## src/rtl/rf_ldst_sched.sv

```systemverilog
// Load/store command scheduler: round-robin arbitration across requesters, then splits
// each command into engine transfers of at most MAX_CHUNK lines with registered engine outputs.
module rf_ldst_sched #(
    parameter  int NUM_REQ    = 2,
    parameter  int RF_ADDR_W  = 9,
    parameter  int LINE_BYTES = 176,
    parameter  int MAX_CHUNK  = 16,
    localparam int OWNER_W    = (NUM_REQ > 1) ? $clog2(NUM_REQ) : 1
) (
    input  logic                          clk,
    input  logic                          rst_n,
    input  logic [NUM_REQ-1:0]            req_valid,
    output logic [NUM_REQ-1:0]            req_ready,
    input  logic [NUM_REQ-1:0]            req_store,
    input  logic [NUM_REQ*32-1:0]         req_sdram_addr,
    input  logic [NUM_REQ*RF_ADDR_W-1:0]  req_rf_addr,
    input  logic [NUM_REQ*8-1:0]          req_line_num,
    output logic [NUM_REQ-1:0]            req_done,
    output logic [31:0]                   ldst_sdram_addr,
    output logic [RF_ADDR_W-1:0]          ldst_rf_addr,
    output logic [7:0]                    ldst_line_num,
    output logic                          load_start,
    output logic                          store_start,
    input  logic                          ldst_done,
    output logic                          busy,
    output logic [OWNER_W-1:0]            owner
);

    typedef enum logic [1:0] {
        ST_IDLE  = 2'd0,
        ST_ISSUE = 2'd1,
        ST_WAIT  = 2'd2,
        ST_DONE  = 2'd3
    } state_t;

    state_t                 state_q, state_d;
    logic [OWNER_W-1:0]     rr_ptr_q, rr_ptr_d;
    logic [OWNER_W-1:0]     owner_q, owner_d;
    logic                   store_q, store_d;
    logic [31:0]            sdram_addr_q, sdram_addr_d;
    logic [RF_ADDR_W-1:0]   rf_addr_q, rf_addr_d;
    logic [7:0]             remaining_q, remaining_d;
    logic [7:0]             chunk_q, chunk_d;
    logic [31:0]            ldst_sdram_addr_q, ldst_sdram_addr_d;
    logic [RF_ADDR_W-1:0]   ldst_rf_addr_q, ldst_rf_addr_d;
    logic [7:0]             ldst_line_num_q, ldst_line_num_d;
    logic                   load_start_q, load_start_d;
    logic                   store_start_q, store_start_d;
    logic [NUM_REQ-1:0]     req_done_q, req_done_d;

    logic [31:0]            addr_arr [NUM_REQ];
    logic [RF_ADDR_W-1:0]   rf_arr   [NUM_REQ];
    logic [7:0]             len_arr  [NUM_REQ];
    logic [OWNER_W:0]       rot_sum  [NUM_REQ];
    logic [OWNER_W-1:0]     rot_idx  [NUM_REQ];

    logic                   grant_any;
    logic [OWNER_W-1:0]     grant_idx;
    logic                   done_fire;
    logic [OWNER_W-1:0]     done_idx;

    logic                   launch;
    logic                   launch_store;
    logic [31:0]            launch_addr;
    logic [RF_ADDR_W-1:0]   launch_rf;
    logic [7:0]             launch_len;
    logic [31:0]            next_addr;
    logic [RF_ADDR_W-1:0]   next_rf;
    logic [7:0]             next_rem;

    function automatic logic [7:0] min_chunk(input logic [7:0] n);
        return (n > 8'(MAX_CHUNK)) ? 8'(MAX_CHUNK) : n;
    endfunction

    // Per-requester payload unpacking plus the rotated search order starting at rr_ptr.
    for (genvar gi = 0; gi < NUM_REQ; gi++) begin : g_req
        assign addr_arr[gi] = req_sdram_addr[gi*32 +: 32];
        assign rf_arr[gi]   = req_rf_addr[gi*RF_ADDR_W +: RF_ADDR_W];
        assign len_arr[gi]  = req_line_num[gi*8 +: 8];
        assign rot_sum[gi]  = {1'b0, rr_ptr_q} + (OWNER_W+1)'(gi);
        assign rot_idx[gi]  = (rot_sum[gi] >= (OWNER_W+1)'(NUM_REQ))
                            ? OWNER_W'(rot_sum[gi] - (OWNER_W+1)'(NUM_REQ))
                            : OWNER_W'(rot_sum[gi]);
        assign req_ready[gi]  = (state_q == ST_IDLE) && grant_any && (grant_idx == OWNER_W'(gi));
        assign req_done_d[gi] = done_fire && (done_idx == OWNER_W'(gi));
    end

    // Walk the rotated order from the far end so the nearest valid requester wins.
    always_comb begin
        grant_any = 1'b0;
        grant_idx = '0;
        for (int k = NUM_REQ - 1; k >= 0; k--) begin
            if (req_valid[rot_idx[k]]) begin
                grant_any = 1'b1;
                grant_idx = rot_idx[k];
            end
        end
    end

    always_comb begin
        state_d           = state_q;
        rr_ptr_d          = rr_ptr_q;
        owner_d           = owner_q;
        store_d           = store_q;
        sdram_addr_d      = sdram_addr_q;
        rf_addr_d         = rf_addr_q;
        remaining_d       = remaining_q;
        chunk_d           = chunk_q;
        ldst_sdram_addr_d = ldst_sdram_addr_q;
        ldst_rf_addr_d    = ldst_rf_addr_q;
        ldst_line_num_d   = ldst_line_num_q;
        load_start_d      = 1'b0;
        store_start_d     = 1'b0;
        done_fire         = 1'b0;
        done_idx          = owner_q;
        launch            = 1'b0;
        launch_store      = store_q;
        launch_addr       = sdram_addr_q;
        launch_rf         = rf_addr_q;
        launch_len        = remaining_q;
        next_addr         = sdram_addr_q + 32'(chunk_q) * 32'(LINE_BYTES);
        next_rf           = rf_addr_q + RF_ADDR_W'(chunk_q);
        next_rem          = remaining_q - chunk_q;

        case (state_q)
            ST_IDLE: begin
                if (grant_any) begin
                    owner_d      = grant_idx;
                    store_d      = req_store[grant_idx];
                    sdram_addr_d = addr_arr[grant_idx];
                    rf_addr_d    = rf_arr[grant_idx];
                    remaining_d  = len_arr[grant_idx];
                    if (len_arr[grant_idx] != 8'd0) begin
                        state_d      = ST_ISSUE;
                        launch       = 1'b1;
                        launch_store = req_store[grant_idx];
                        launch_addr  = addr_arr[grant_idx];
                        launch_rf    = rf_arr[grant_idx];
                        launch_len   = len_arr[grant_idx];
                    end else begin
                        state_d   = ST_DONE;
                        done_fire = 1'b1;
                        done_idx  = grant_idx;
                    end
                end
            end
            ST_ISSUE: begin
                state_d = ST_WAIT;
            end
            ST_WAIT: begin
                if (ldst_done) begin
                    sdram_addr_d = next_addr;
                    rf_addr_d    = next_rf;
                    remaining_d  = next_rem;
                    if (next_rem != 8'd0) begin
                        state_d     = ST_ISSUE;
                        launch      = 1'b1;
                        launch_addr = next_addr;
                        launch_rf   = next_rf;
                        launch_len  = next_rem;
                    end else begin
                        state_d   = ST_DONE;
                        done_fire = 1'b1;
                    end
                end
            end
            ST_DONE: begin
                rr_ptr_d = (owner_q == OWNER_W'(NUM_REQ - 1)) ? '0 : owner_q + OWNER_W'(1);
                state_d  = ST_IDLE;
            end
            default: begin
                state_d = ST_IDLE;
            end
        endcase

        // Engine registers are loaded on the edge that enters ISSUE, so the start
        // pulse and its address/count appear together during the ISSUE cycle.
        if (launch) begin
            chunk_d           = min_chunk(launch_len);
            ldst_sdram_addr_d = launch_addr;
            ldst_rf_addr_d    = launch_rf;
            ldst_line_num_d   = min_chunk(launch_len);
            store_start_d     = launch_store;
            load_start_d      = !launch_store;
        end
    end

    always_ff @(posedge clk or negedge rst_n) begin
        if (!rst_n) begin
            state_q           <= ST_IDLE;
            rr_ptr_q          <= '0;
            owner_q           <= '0;
            store_q           <= 1'b0;
            sdram_addr_q      <= '0;
            rf_addr_q         <= '0;
            remaining_q       <= '0;
            chunk_q           <= '0;
            ldst_sdram_addr_q <= '0;
            ldst_rf_addr_q    <= '0;
            ldst_line_num_q   <= '0;
            load_start_q      <= 1'b0;
            store_start_q     <= 1'b0;
            req_done_q        <= '0;
        end else begin
            state_q           <= state_d;
            rr_ptr_q          <= rr_ptr_d;
            owner_q           <= owner_d;
            store_q           <= store_d;
            sdram_addr_q      <= sdram_addr_d;
            rf_addr_q         <= rf_addr_d;
            remaining_q       <= remaining_d;
            chunk_q           <= chunk_d;
            ldst_sdram_addr_q <= ldst_sdram_addr_d;
            ldst_rf_addr_q    <= ldst_rf_addr_d;
            ldst_line_num_q   <= ldst_line_num_d;
            load_start_q      <= load_start_d;
            store_start_q     <= store_start_d;
            req_done_q        <= req_done_d;
        end
    end

    assign ldst_sdram_addr = ldst_sdram_addr_q;
    assign ldst_rf_addr    = ldst_rf_addr_q;
    assign ldst_line_num   = ldst_line_num_q;
    assign load_start      = load_start_q;
    assign store_start     = store_start_q;
    assign req_done        = req_done_q;
    assign busy            = (state_q != ST_IDLE);
    assign owner           = owner_q;

endmodule

```

## config.mk

```make
export PLATFORM = sky130hd
export DESIGN_NAME = rf_ldst_sched
export DESIGN_NICKNAME = d
export VERILOG_FILES = /design/src/rtl/rf_ldst_sched.sv
export SDC_FILE = /design/constraint.sdc
export NUM_CORES = 1
export LEC_CHECK = 0
export CORE_UTILIZATION = 50
export CTS_CLUSTER_DIAMETER = 100
export DETAILED_ROUTE_END_ITERATION = 6
export GPL_TIMING_DRIVEN = 0
export PLACE_DENSITY = 0.79
export SYNTH_ARGS = -nofsm -noshare
export SYNTH_HDL_FRONTEND = slang
export SYNTH_SLANG_ARGS = --single-unit
```

## constraint.sdc

```tcl
create_clock -name clk -period 6.2 [get_ports clk]
set_input_delay 1.24 -clock clk [delete_from_list [all_inputs] [get_ports clk]]
set_output_delay 1.24 -clock clk [all_outputs]
set_load 0.03 [all_outputs]
```

==> impl_metrics.py <==
metrics = {
    "layout": {
        "fillCellCount": 1217,
        "drive_gt1_share_pct": 5.75,
        "synthToLayoutAreaGrowth_pct": 29.1,
        "final_nets": 1165,
        "utilization_pct": 66.3,
        "stdcell_count": 1192,
        "num_antenna_cells": 0,
    },
    "synthesis": {
        "synth_edf_count": 0,
        "yosysTopAreaCell": "dfrtp_1",
        "synthFlopType": "dfrtp_1",
        "synth_top_area_share_pct": 35.9,
        "synth_area_leaders": "dfrtp_1 36%, ha_1 8.2%, mux2i_1 6.0%",
        "ys_top_cells_by_count": "107 x dfrtp_1, 107 x nor2_1, 80 x nand2_1",
        "syn_nets": 993,
        "syn_area_um2": 7460,
        "synth.distinct_cells": 72,
        "async_reset_ff_share_pct": 100,
        "seq_area_frac_synth_pct": 35.9,
        "synth_seq_cells": 107,
        "synth_cells": 831,
        "syn_avg_cell_area_um2": 8.98,
        "yosysWarnings": 0,
    },
    "clock_tree": {
        "cts_buffer_depth": 2,
        "cts-buffers-inserted": 9,
        "cts_tree": "built",
        "ctsResizeCount": 0,
        "clkSlewWorstSetupHoldPaths_ns": 0.07,
        "post_cts_buffers": 0,
        "ctsHoldBuffers": 0,
        "htreeDepth": 3,
        "cts_sinks": 107,
        "cts-root-buf": "clkbuf_16",
        "worstSkewPairLatency_ns": 0.36,
    },
    "setup_path": {
        "crit_fanout": 10,
        "start_kind": "input pin",
        "path_buf_inv": 4,
        "crit_top_cell": "clkdlybuf4s50_1",
        "required_ns": 4.96,
        "critPathTopFamily": "buffers and inverters",
        "slowest_stage": "clkdlybuf4s50_1",
        "endpoint_kind": "output pin",
        "max_stage_delay_ns": 0.73,
        "path_cells": "clkdlybuf4s50_1 -> nand2b_1 -> clkbuf_1 -> nand2_1 -> buf_1 -> nor2_1 -> clkdlybuf4s50_1",
        "crit_start": "req_valid[0]",
        "cp.arrival_ns": 3.77,
        "path_class": "input pin to output pin",
        "regToRegStartpoint": "ldst_line_num[1]",
    },
    "sta": {
        "period_share_pct": 80.8,
        "slew_headroom_pct": 41.9,
        "setup_viol": 0,
        "post-route-min-period_ns": 5.01,
        "tightest_slew_ns": 0.871,
        "fin_skew_ns": 0.00727,
        "hold_viol_final": 0,
        "drv_slew": 0,
        "clock.fmax_mhz": 200,
        "rsz0062_at_grt": "false",
        "setup_tns_ns": 0,
    },
    "floorplanning": {
        "io_pins": 162,
        "dieArea_um2": 15400,
        "row_count": 44,
        "die_y_um": 124,
        "chipWidth_um": 124,
        "start_util_pct": 51.3,
        "design.core.area_um2": 14500,
    },
    "grt": {
        "grt_util_met1_pct": 39.2,
        "grt_pass1_vias": 6697,
        "grt_max_degree": 62,
        "grt_pass1_wl_um": 34300,
        "antenna_found_initial": 0,
        "met3_usage_pct": 6.59,
        "use_met2_pct": 47.7,
        "grt_overflow": 0,
        "grt.busiest_layer": "met2",
        "grt_util_all_layers_pct": 29.7,
    },
    "drt": {
        "routed_wl_um": 22100,
        "wl_per_cell_um": 18.6,
        "drt_iter0_drc": 585,
        "vias": 7041,
        "drc_errors": 0,
        "ant_nets": 0,
        "first_pass_iters": 5,
        "viasPerCell": 5.91,
    },
    "run": {
        "cap_violations": 0,
    },
    "placement": {
        "dp_cells": 1176,
        "place_congestion": 0.890,
        "place_hpwl_um": 16700,
        "port_buffers": 160,
    },
    "worst_hold_path": {
        "hold_start": "sdram_addr_q[1]",
        "hp-class": "register to register",
    },
    "run_status": {
        "run_status": "finished, final reports clean",
    },
    "pwr": {
        "ir_drop_mv": 0.288,
        "p_leak_uw": 0.00431,
        "powerDensity_nw_per_um2": 593,
    },
}
-- path summary, 6_finish.rpt --
kind / end / slack (ns) / depth (start not counted)
worst max-delay path: req_ready[1] / 1.19 / 7
worst min-delay path: sdram_addr_q[1] / 0.49 / 2
worst max register to register: ldst_sdram_addr[28] / 1.29 / 15
worst min register to register: sdram_addr_q[1] / 0.49 / 2
max in group asynchronous: sdram_addr_q[29] / 4.57 / 2
min in group asynchronous: rf_addr_q[4] / 0.90 / 1
-- cell type report --
cell class                 count  area (µm²)  share of cell area [%]
tap                          184         230                    2.39
sequential                   107        2680                    27.8
multi-input combinational    642        4430                    46.0
clock inverter                 3        43.8                   0.455
buffer                        45         210                    2.18
inverter                      37         139                    1.44
clock buffer                  13         270                    2.81
timing repair buffer         161        1630                    16.9
-- cell families (layout without fill, tap and decap cells) --
kind of cell	Yosys count	in the layout	synth area share, %
compound gates	244	244	22.7
xor+xnor	41	41	4.81
fa+ha+maj	57	57	10.4
buf+inv	82	259	4.68
flops	107	107	35.9
mux	52	52	7.10
simple gates	248	248	14.4
-- state kept, by name, summed over array words and instances, names as in the netlist --
register	cells
store_q	1
store_start	1
remaining_q	8
sdram_addr_q	32
owner	1
ldst_sdram_addr	32
rf_addr_q	9
ldst_line_num	8
load_start	1
req_done	2
state_q	2
ldst_rf_addr	9
rr_ptr_q	1
-- cells in the final DEF, fill, tap and decap left out, types with 4 or more instances in the layout --
cell             netlist  layout
nor3_1                 6       6
a221o_1               32      32
a21o_1                11      11
mux2i_1               45      45
mux2_2                 7       7
a211o_1                4       4
clkbuf_1              22      23
o22ai_1                5       5
clkbuf_16              0       9
nand3_1               15      15
o21ai_0               56      56
o211ai_1               6       6
a21oi_1               67      67
buf_1                  4       4
nor2_1               107     107
xnor2_1               25      25
nand4_1                4       4
nand2b_1               6       6
dfrtp_1              107     107
and2_1                 5       5
clkdlybuf4s50_1        0     159
ha_1                  49      49
nor2b_1                6       6
xor2_1                16      16
a22oi_1                5       5
a32o_1                 4       4
buf_2                 15      15
nand2_1               80      80
o2bb2ai_1              5       5
a211oi_1               5       5
o21a_1                 7       7
inv_1                 36      36
o31ai_1                4       4
fa_1                   8       8
-- metal layers --
metal | share of wire, % | wire, µm | up-vias
met3 | 8.2 | 1830 | 42
met5 | 0 | 0 | -
met2 | 47 | 10400 | 293
met1 | 42 | 9410 | 3375
met4 | 2.5 | 548 | 0
li1 | - | - | 3331
-- metrics by stage --
step           hold slack [ns]  setup slack [ns]  power (µW)  area, µm²
3_5_place_dp             0.475              1.23        5030       9320
5_1_grt                  0.519              1.05        6130       9630
6_report                 0.490              1.19        5710       9630
3_3_place_gp             0.462            -0.389        4960       9290
2_1_floorplan            0.450              1.78        3900       7460
4_1_cts                  0.492              1.23        5680       9630
-- worst register-to-register path, delay by kind of cell (launching register included) --
family,cells,cell delay [ns]
adders and majority gates,4,1.55
AOI/OAI and AO/OA,7,1.77
xor gates and xnor gates,2,0.52
and+or+nand+nor,1,0.10
DFF,1,0.53
buffers and inverters,1,0.33
-- power breakdown --
part	switching (µW)	leakage, µW	internal (µW)
registers	281	0.00128	1040
clock network	268	0.000156	348
logic	2210	0.00287	1560
(Power assumes the default switching activity.)
